**config.mk**
```make
export PLATFORM = sky130hd
export DESIGN_NAME = svm_coef_loader
export DESIGN_NICKNAME = d
export VERILOG_FILES = /design/src/rtl/svm_coef_loader_pkg.sv /design/src/rtl/svm_coef_loader_coef_packer.sv /design/src/rtl/svm_coef_loader.sv
export SDC_FILE = /design/constraint.sdc
export NUM_CORES = 2
export LEC_CHECK = 0
export CORE_AREA = 2 2 508 510
export CTS_BUF_LIST = sky130_fd_sc_hd__clkbuf_8 sky130_fd_sc_hd__clkbuf_16
export CTS_CLUSTER_DIAMETER = 40
export DETAILED_ROUTE_END_ITERATION = 8
export DIE_AREA = 0 0 510 512
export PLACE_DENSITY = 0.7
export SYNTH_ARGS = -nofsm -noshare
export SYNTH_HDL_FRONTEND = slang
export SYNTH_HIERARCHICAL = 1
export SYNTH_SLANG_ARGS = --single-unit
```
**constraint.sdc**
```tcl
create_clock -name clk -period 3.7 [get_ports clk]
set_clock_uncertainty 0.15 [all_clocks]
set_input_delay 0.74 -clock clk [delete_from_list [all_inputs] [get_ports clk]]
set_output_delay 0.74 -clock clk [all_outputs]
set_load 0.05 [all_outputs]
```
**src/rtl/svm_coef_loader_pkg.sv**
```systemverilog
// Shared constants and state encoding for the SVM coefficient loader.
//   COEF_W : coefficient / bias width (integer + fraction bits)
//   N_COEF : coefficients packed into one RAM line
//   N_LINE : RAM lines per SVM model
//   ADDR_W : RAM line address width
package svm_coef_loader_pkg;

  localparam int unsigned COEF_W = 12;
  localparam int unsigned N_COEF = 105;
  localparam int unsigned N_LINE = 36;
  localparam int unsigned ADDR_W = 6;

  typedef enum logic [2:0] {
    ST_IDLE  = 3'd0,
    ST_FILL  = 3'd1,
    ST_WRITE = 3'd2,
    ST_BIAS  = 3'd3,
    ST_DONE  = 3'd4
  } state_e;

  // States in which a model load is in progress.
  function automatic logic is_busy(input state_e s);
    return (s == ST_FILL) || (s == ST_WRITE) || (s == ST_BIAS);
  endfunction

endpackage

```
**src/rtl/svm_coef_loader_coef_packer.sv**
```systemverilog
// Packs a stream of coefficients into one RAM line.
//   clear  : restart the line at coefficient 0
//   beat   : accept s_data into the current coefficient slot
//   s_data : incoming coefficient
//   last_c : the current slot is the final one of the line
//   line   : last completed line; updates only when a line completes
module svm_coef_loader_coef_packer #(
  parameter int unsigned COEF_W = 12,
  parameter int unsigned N_COEF = 105
) (
  input  logic                     clk,
  input  logic                     rst_n,
  input  logic                     clear,
  input  logic                     beat,
  input  logic [COEF_W-1:0]        s_data,
  output logic                     last_c,
  output logic [COEF_W*N_COEF-1:0] line
);

  localparam int unsigned CNT_W = (N_COEF > 1) ? $clog2(N_COEF) : 1;

  logic [CNT_W-1:0]                  coef_cnt;
  // Slots 0..N_COEF-2; the final slot goes straight into the output line.
  logic [N_COEF-2:0][COEF_W-1:0]     low_q;

  assign last_c = (coef_cnt == CNT_W'(N_COEF - 1));

  // Slot index counter, partial line and completed-line register.
  always_ff @(posedge clk or negedge rst_n) begin
    if (!rst_n) begin
      coef_cnt <= '0;
      low_q    <= '0;
      line     <= '0;
    end else if (clear) begin
      coef_cnt <= '0;
    end else if (beat) begin
      if (last_c) begin
        coef_cnt <= '0;
        line     <= {s_data, low_q};
      end else begin
        low_q[coef_cnt] <= s_data;
        coef_cnt        <= coef_cnt + CNT_W'(1);
      end
    end
  end

endmodule

```
**src/rtl/svm_coef_loader.sv**
```systemverilog
// Loads one SVM model (N_LINE packed coefficient lines plus a bias) from a
// valid/ready stream into the SVM's line RAM and bias register.
//   clk, rst          : clock, asynchronous active-low reset
//   start, abort      : begin a load / cancel a load (abort wins)
//   s_valid, s_ready, s_data : coefficient stream, bias beat last
//   addr_a, write_en, o_data_a : RAM line write port
//   bias, b_load      : bias value and one-cycle load strobe
//   busy, done        : load in progress / model loaded (level)
module svm_coef_loader #(
  parameter int unsigned COEF_W = svm_coef_loader_pkg::COEF_W,
  parameter int unsigned N_COEF = svm_coef_loader_pkg::N_COEF,
  parameter int unsigned N_LINE = svm_coef_loader_pkg::N_LINE,
  parameter int unsigned ADDR_W = svm_coef_loader_pkg::ADDR_W
) (
  input  logic                     clk,
  input  logic                     rst,
  input  logic                     start,
  input  logic                     abort,
  input  logic                     s_valid,
  output logic                     s_ready,
  input  logic [COEF_W-1:0]        s_data,
  output logic [ADDR_W-1:0]        addr_a,
  output logic                     write_en,
  output logic [COEF_W*N_COEF-1:0] o_data_a,
  output logic [COEF_W-1:0]        bias,
  output logic                     b_load,
  output logic                     busy,
  output logic                     done
);

  import svm_coef_loader_pkg::*;

  localparam int unsigned LINE_W = (N_LINE > 1) ? $clog2(N_LINE) : 1;

  state_e              state, state_n;
  logic [LINE_W-1:0]   line_cnt, line_cnt_n;
  logic [ADDR_W-1:0]   addr_n;
  logic [COEF_W-1:0]   bias_n;
  logic                b_load_n;
  logic                hs_c;
  logic                pk_clear_c;
  logic                pk_beat_c;
  logic                last_c;

  assign hs_c = s_valid & s_ready;

  svm_coef_loader_coef_packer #(
    .COEF_W (COEF_W),
    .N_COEF (N_COEF)
  ) u_packer (
    .clk    (clk),
    .rst_n  (rst),
    .clear  (pk_clear_c),
    .beat   (pk_beat_c),
    .s_data (s_data),
    .last_c (last_c),
    .line   (o_data_a)
  );

  // Next-state and next-output logic.
  always_comb begin
    state_n    = state;
    line_cnt_n = line_cnt;
    addr_n     = addr_a;
    bias_n     = bias;
    b_load_n   = 1'b0;
    pk_clear_c = 1'b0;
    pk_beat_c  = 1'b0;

    case (state)
      ST_IDLE, ST_DONE: begin
        if (start) begin
          state_n    = ST_FILL;
          line_cnt_n = '0;
          pk_clear_c = 1'b1;
        end
      end
      ST_FILL: begin
        pk_beat_c = hs_c;
        if (hs_c && last_c) begin
          state_n = ST_WRITE;
          addr_n  = ADDR_W'(line_cnt);
        end
      end
      ST_WRITE: begin
        if (line_cnt == LINE_W'(N_LINE - 1)) begin
          state_n = ST_BIAS;
        end else begin
          line_cnt_n = line_cnt + LINE_W'(1);
          state_n    = ST_FILL;
        end
      end
      ST_BIAS: begin
        if (hs_c) begin
          bias_n   = s_data;
          b_load_n = 1'b1;
          state_n  = ST_DONE;
        end
      end
      default: state_n = ST_IDLE;
    endcase

    // Abort overrides everything, including a pending line write or bias load.
    if (abort) begin
      state_n    = ST_IDLE;
      line_cnt_n = '0;
      addr_n     = addr_a;
      bias_n     = bias;
      b_load_n   = 1'b0;
      pk_beat_c  = 1'b0;
      pk_clear_c = 1'b1;
    end
  end

  // State and registered outputs; flags are decoded from the next state.
  always_ff @(posedge clk or negedge rst) begin
    if (!rst) begin
      state    <= ST_IDLE;
      line_cnt <= '0;
      addr_a   <= '0;
      bias     <= '0;
      b_load   <= 1'b0;
      write_en <= 1'b0;
      s_ready  <= 1'b0;
      busy     <= 1'b0;
      done     <= 1'b0;
    end else begin
      state    <= state_n;
      line_cnt <= line_cnt_n;
      addr_a   <= addr_n;
      bias     <= bias_n;
      b_load   <= b_load_n;
      write_en <= (state_n == ST_WRITE);
      s_ready  <= (state_n == ST_FILL) || (state_n == ST_BIAS);
      busy     <= is_busy(state_n);
      done     <= (state_n == ST_DONE);
    end
  end

endmodule

```
==> flow_metrics.py <==
metrics = {
    "grt": {
        "antenna_found_initial": 15,
        "grt_pass1_vias": 60000,
        "grtUsageTotal": 0.223,
        "grt_remaining_overflow": 0,
        "grt_max_degree": 159,
        "grt_pass1_wl_um": 429000,
    },
    "sta": {
        "fin_crit_ns": 3.23,
        "finalHoldViolations": 0,
        "worst_slew_pin_slew_ns": 1.02,
        "fmax_ghz": 0.310,
        "setup_viol": 0,
        "slew_headroom": 0.313,
        "period_share": 0.873,
        "grt_setup_unrepaired": "no",
        "setup_ws_ns": 0.472,
        "slew_violations": 0,
        "setup_tns_ns": 0,
    },
    "critical_path": {
        "crit_fanout": 13,
        "arrival_ns": 3.81,
        "endpoint_kind": "register",
        "crit_type": "reg2reg",
        "r2r_slack_ns": 0.47,
        "reg2reg_from": "state[0]$_DFF_PN0_",
        "reg2regPathDepth": 8,
        "start_kind": "register",
        "r2r_end": "u_packer/low_q[531]$_DFFE_PN0P_",
        "cp.required_ns": 4.28,
    },
    "die": {
        "coreArea_mm2": 0.256,
        "die_area_mm2": 0.261,
        "row_count": 186,
        "start_util": 0.384,
        "die_h_um": 512,
        "dieWidth_um": 510,
        "io_pins": 1300,
    },
    "cells_and_area": {
        "fin_util": 0.513,
        "n_fill_cell": 20400,
        "fin_nets": 7355,
        "area_growth_pct": 33.6,
        "post_route_cells_drive_above_1_share": 0.470,
    },
    "routing": {
        "wl_met2_um": 140000,
        "drt_wl_total_um": 295000,
        "vias": 55300,
        "vias_per_cell": 5.01,
        "route.top_layer_used": "met4",
        "wl_met1_um": 120000,
        "drc": 0,
        "wire_per_inst_um": 26.7,
        "drt_iter0_drc": 3151,
        "ant_nets": 0,
        "drt_first_pass_iters": 5,
        "dr_wl_met3_um": 23700,
    },
    "clock_network": {
        "clockRootBuffer": "clkbuf_16",
        "cts_num_sinks": 2547,
        "clock_latency_ns": 0.90,
        "clockBufferDepth": 4,
        "cts_tree": "yes",
        "cts_resized": 0,
        "cts_buffers": 372,
        "clk_pin_slew_worst_paths_ns": 0.06,
        "htreeDepth": 5,
    },
    "worst_hold_path": {
        "hold_depth": 2,
        "hold_path_end": "u_packer/line[1256]$_DFFE_PN0P_",
        "min_from": "s_data[8]",
        "min_path_type": "in2reg",
    },
    "power_and_ir_drop": {
        "power_density_mw_per_mm2": 509,
        "p_int_uw": 51700,
        "fin_total_pwr_uw": 66800,
        "irDropWorstVdd_mv": 0.448,
        "p_clk_frac": 0.562,
        "p_leak_uw": 0.0664,
        "swShare": 0.225,
        "seqPwrFrac": 0.418,
        "pwr-share-comb": 0.020,
        "switchingPower_uw": 15000,
    },
    "synth": {
        "post_synth_num_cell_types": 59,
        "synth_top_cell_by_area": "dfrtp_1",
        "synth-edff-count": 0,
        "synth-seq-area-share": 0.649,
        "synth.area.top_cells": "dfrtp_1 65%, mux2_2 22%, mux2_4 9.2%",
        "synthDominantCellAreaShare": 0.649,
        "synth_nets": 5733,
        "yosysMostFrequentCell": "dfrtp_1",
        "ys_async_sr_fraction": 1.00,
        "syn_inst": 5713,
        "avgSynthCellArea_um2": 17.2,
        "synth_area_mm2": 0.0982,
        "ys_seq_elements": 2547,
        "yosys_warnings": 6,
        "synth_top_cells_by_count": "2547 x dfrtp_1, 1921 x mux2_2, 600 x mux2_4, 148 x buf_2, 144 x clkbuf_1",
        "ys.flop_type": "dfrtp_1",
    },
    "job": {
        "max_cap_violations": 0,
    },
    "placed_design": {
        "place_congestion": 0.823,
        "pre_cts_ws_ns": -0.345,
        "hpwlAfterDp_um": 195000,
        "portBuffers": 1299,
    },
    "outcome": {
        "outcome": "finished, final reports clean",
    },
}
power by group through the flow:
stage | combinational, uW | sequential, uW | clock (uW)
after global routing | 1450 | 27900 | 39600
after detailed placement | 1360 | 28400 | 0
after floorplan | 193 | 28400 | 0
final | 1310 | 27900 | 37600
after CTS | 1370 | 27900 | 38200
after global placement | 1340 | 28400 | 0
cell type report:
cell class	count	area (um2)	share of cell area
antenna	12	30.0	0.000229
multi-input combinational	2762	32200	0.245
inverter	7	26.3	0.000200
sequential	2547	63700	0.486
clock inverter	283	3800	0.0290
timing repair buffer	1645	17600	0.134
tap	3384	4230	0.0323
clock buffer	400	9690	0.0739
per-stage QoR:
step | std cells | hold WS, ns | area, um2
global route | 11000 | 0.206 | 131000
CTS | 11000 | 0.192 | 131000
global placement | 10300 | 0.331 | 118000
floorplan | 5713 | 0.294 | 98200
detailed placement | 10300 | 0.331 | 118000
finish | 11000 | 0.255 | 131000
per-layer routing:
metal,vias up,GRT usage
li1,23400,-
met1,29600,0.276
met2,1726,0.359
met3,473,0.0752
met4,0,0.0836
met5,-,0
critical path: stages (launching register included):
cell and delay, ns:
dfrtp_1 0.53, nand3_1 0.21, nor4_4 0.27, nor2b_1 0.23, buf_4 0.16, and4_2 0.78
nand2_1 0.21, buf_12 0.22, mux2_1 0.31
flip-flops by register name (all words and copies together) (netlist names), 3 cells and up:
register           cells
u_packer/coef_cnt      7
state                  3
addr_a                 6
u_packer/line       1260
bias                  12
line_cnt               6
u_packer/low_q      1248
layout by cell type (no fill, tap or decap), drive strengths merged, types with 10 or more instances in the layout:
| master | instances |
|---|---|
| mux2 | 2527 |
| clkbuf | 400 |
| diode | 12 |
| bufinv | 61 |
| nor3 | 10 |
| dfrtp | 2547 |
| nand2 | 61 |
| a21oi | 11 |
| clkinvlp | 49 |
| inv | 84 |
| clkdlybuf4s50 | 1286 |
| nor2 | 79 |
| nand3 | 13 |
| buf | 358 |
| clkinv | 96 |
worst max path at each step:
stage	from	to	cells past startpoint
CTS	state[0]$_DFF_PN0_	u_packer/low_q[531]$_DFFE_PN0P_	8
detailed placement	s_valid	u_packer/low_q[530]$_DFFE_PN0P_	9
global route	state[0]$_DFF_PN0_	u_packer/low_q[531]$_DFFE_PN0P_	8
floorplan	abort	u_packer/low_q[517]$_DFFE_PN0P_	9
finish	state[0]$_DFF_PN0_	u_packer/low_q[531]$_DFFE_PN0P_	8
global placement	s_valid	u_packer/low_q[530]$_DFFE_PN0P_	9
logic make-up (layout without fill, tap and decap cells):
logic type,count (synthesis),in the layout,synth area share
adder cells (fa/ha/maj),3,3,0.000382
XOR/XNOR,2,2,0.000178
AND/OR/NAND/NOR,201,201,0.0117
buffers and inverters,404,2335,0.0240
other,0,12,0
multiplexers,2529,2529,0.313
AO/OA/AOI/OAI,27,27,0.00192
flip-flops,2547,2547,0.649
what timing repair did:
item,CTS,global route
buffers inserted,0,0
hold buffers,1,0
hold endpoints to repair,45,0
Power figures use the tool's default switching activity.
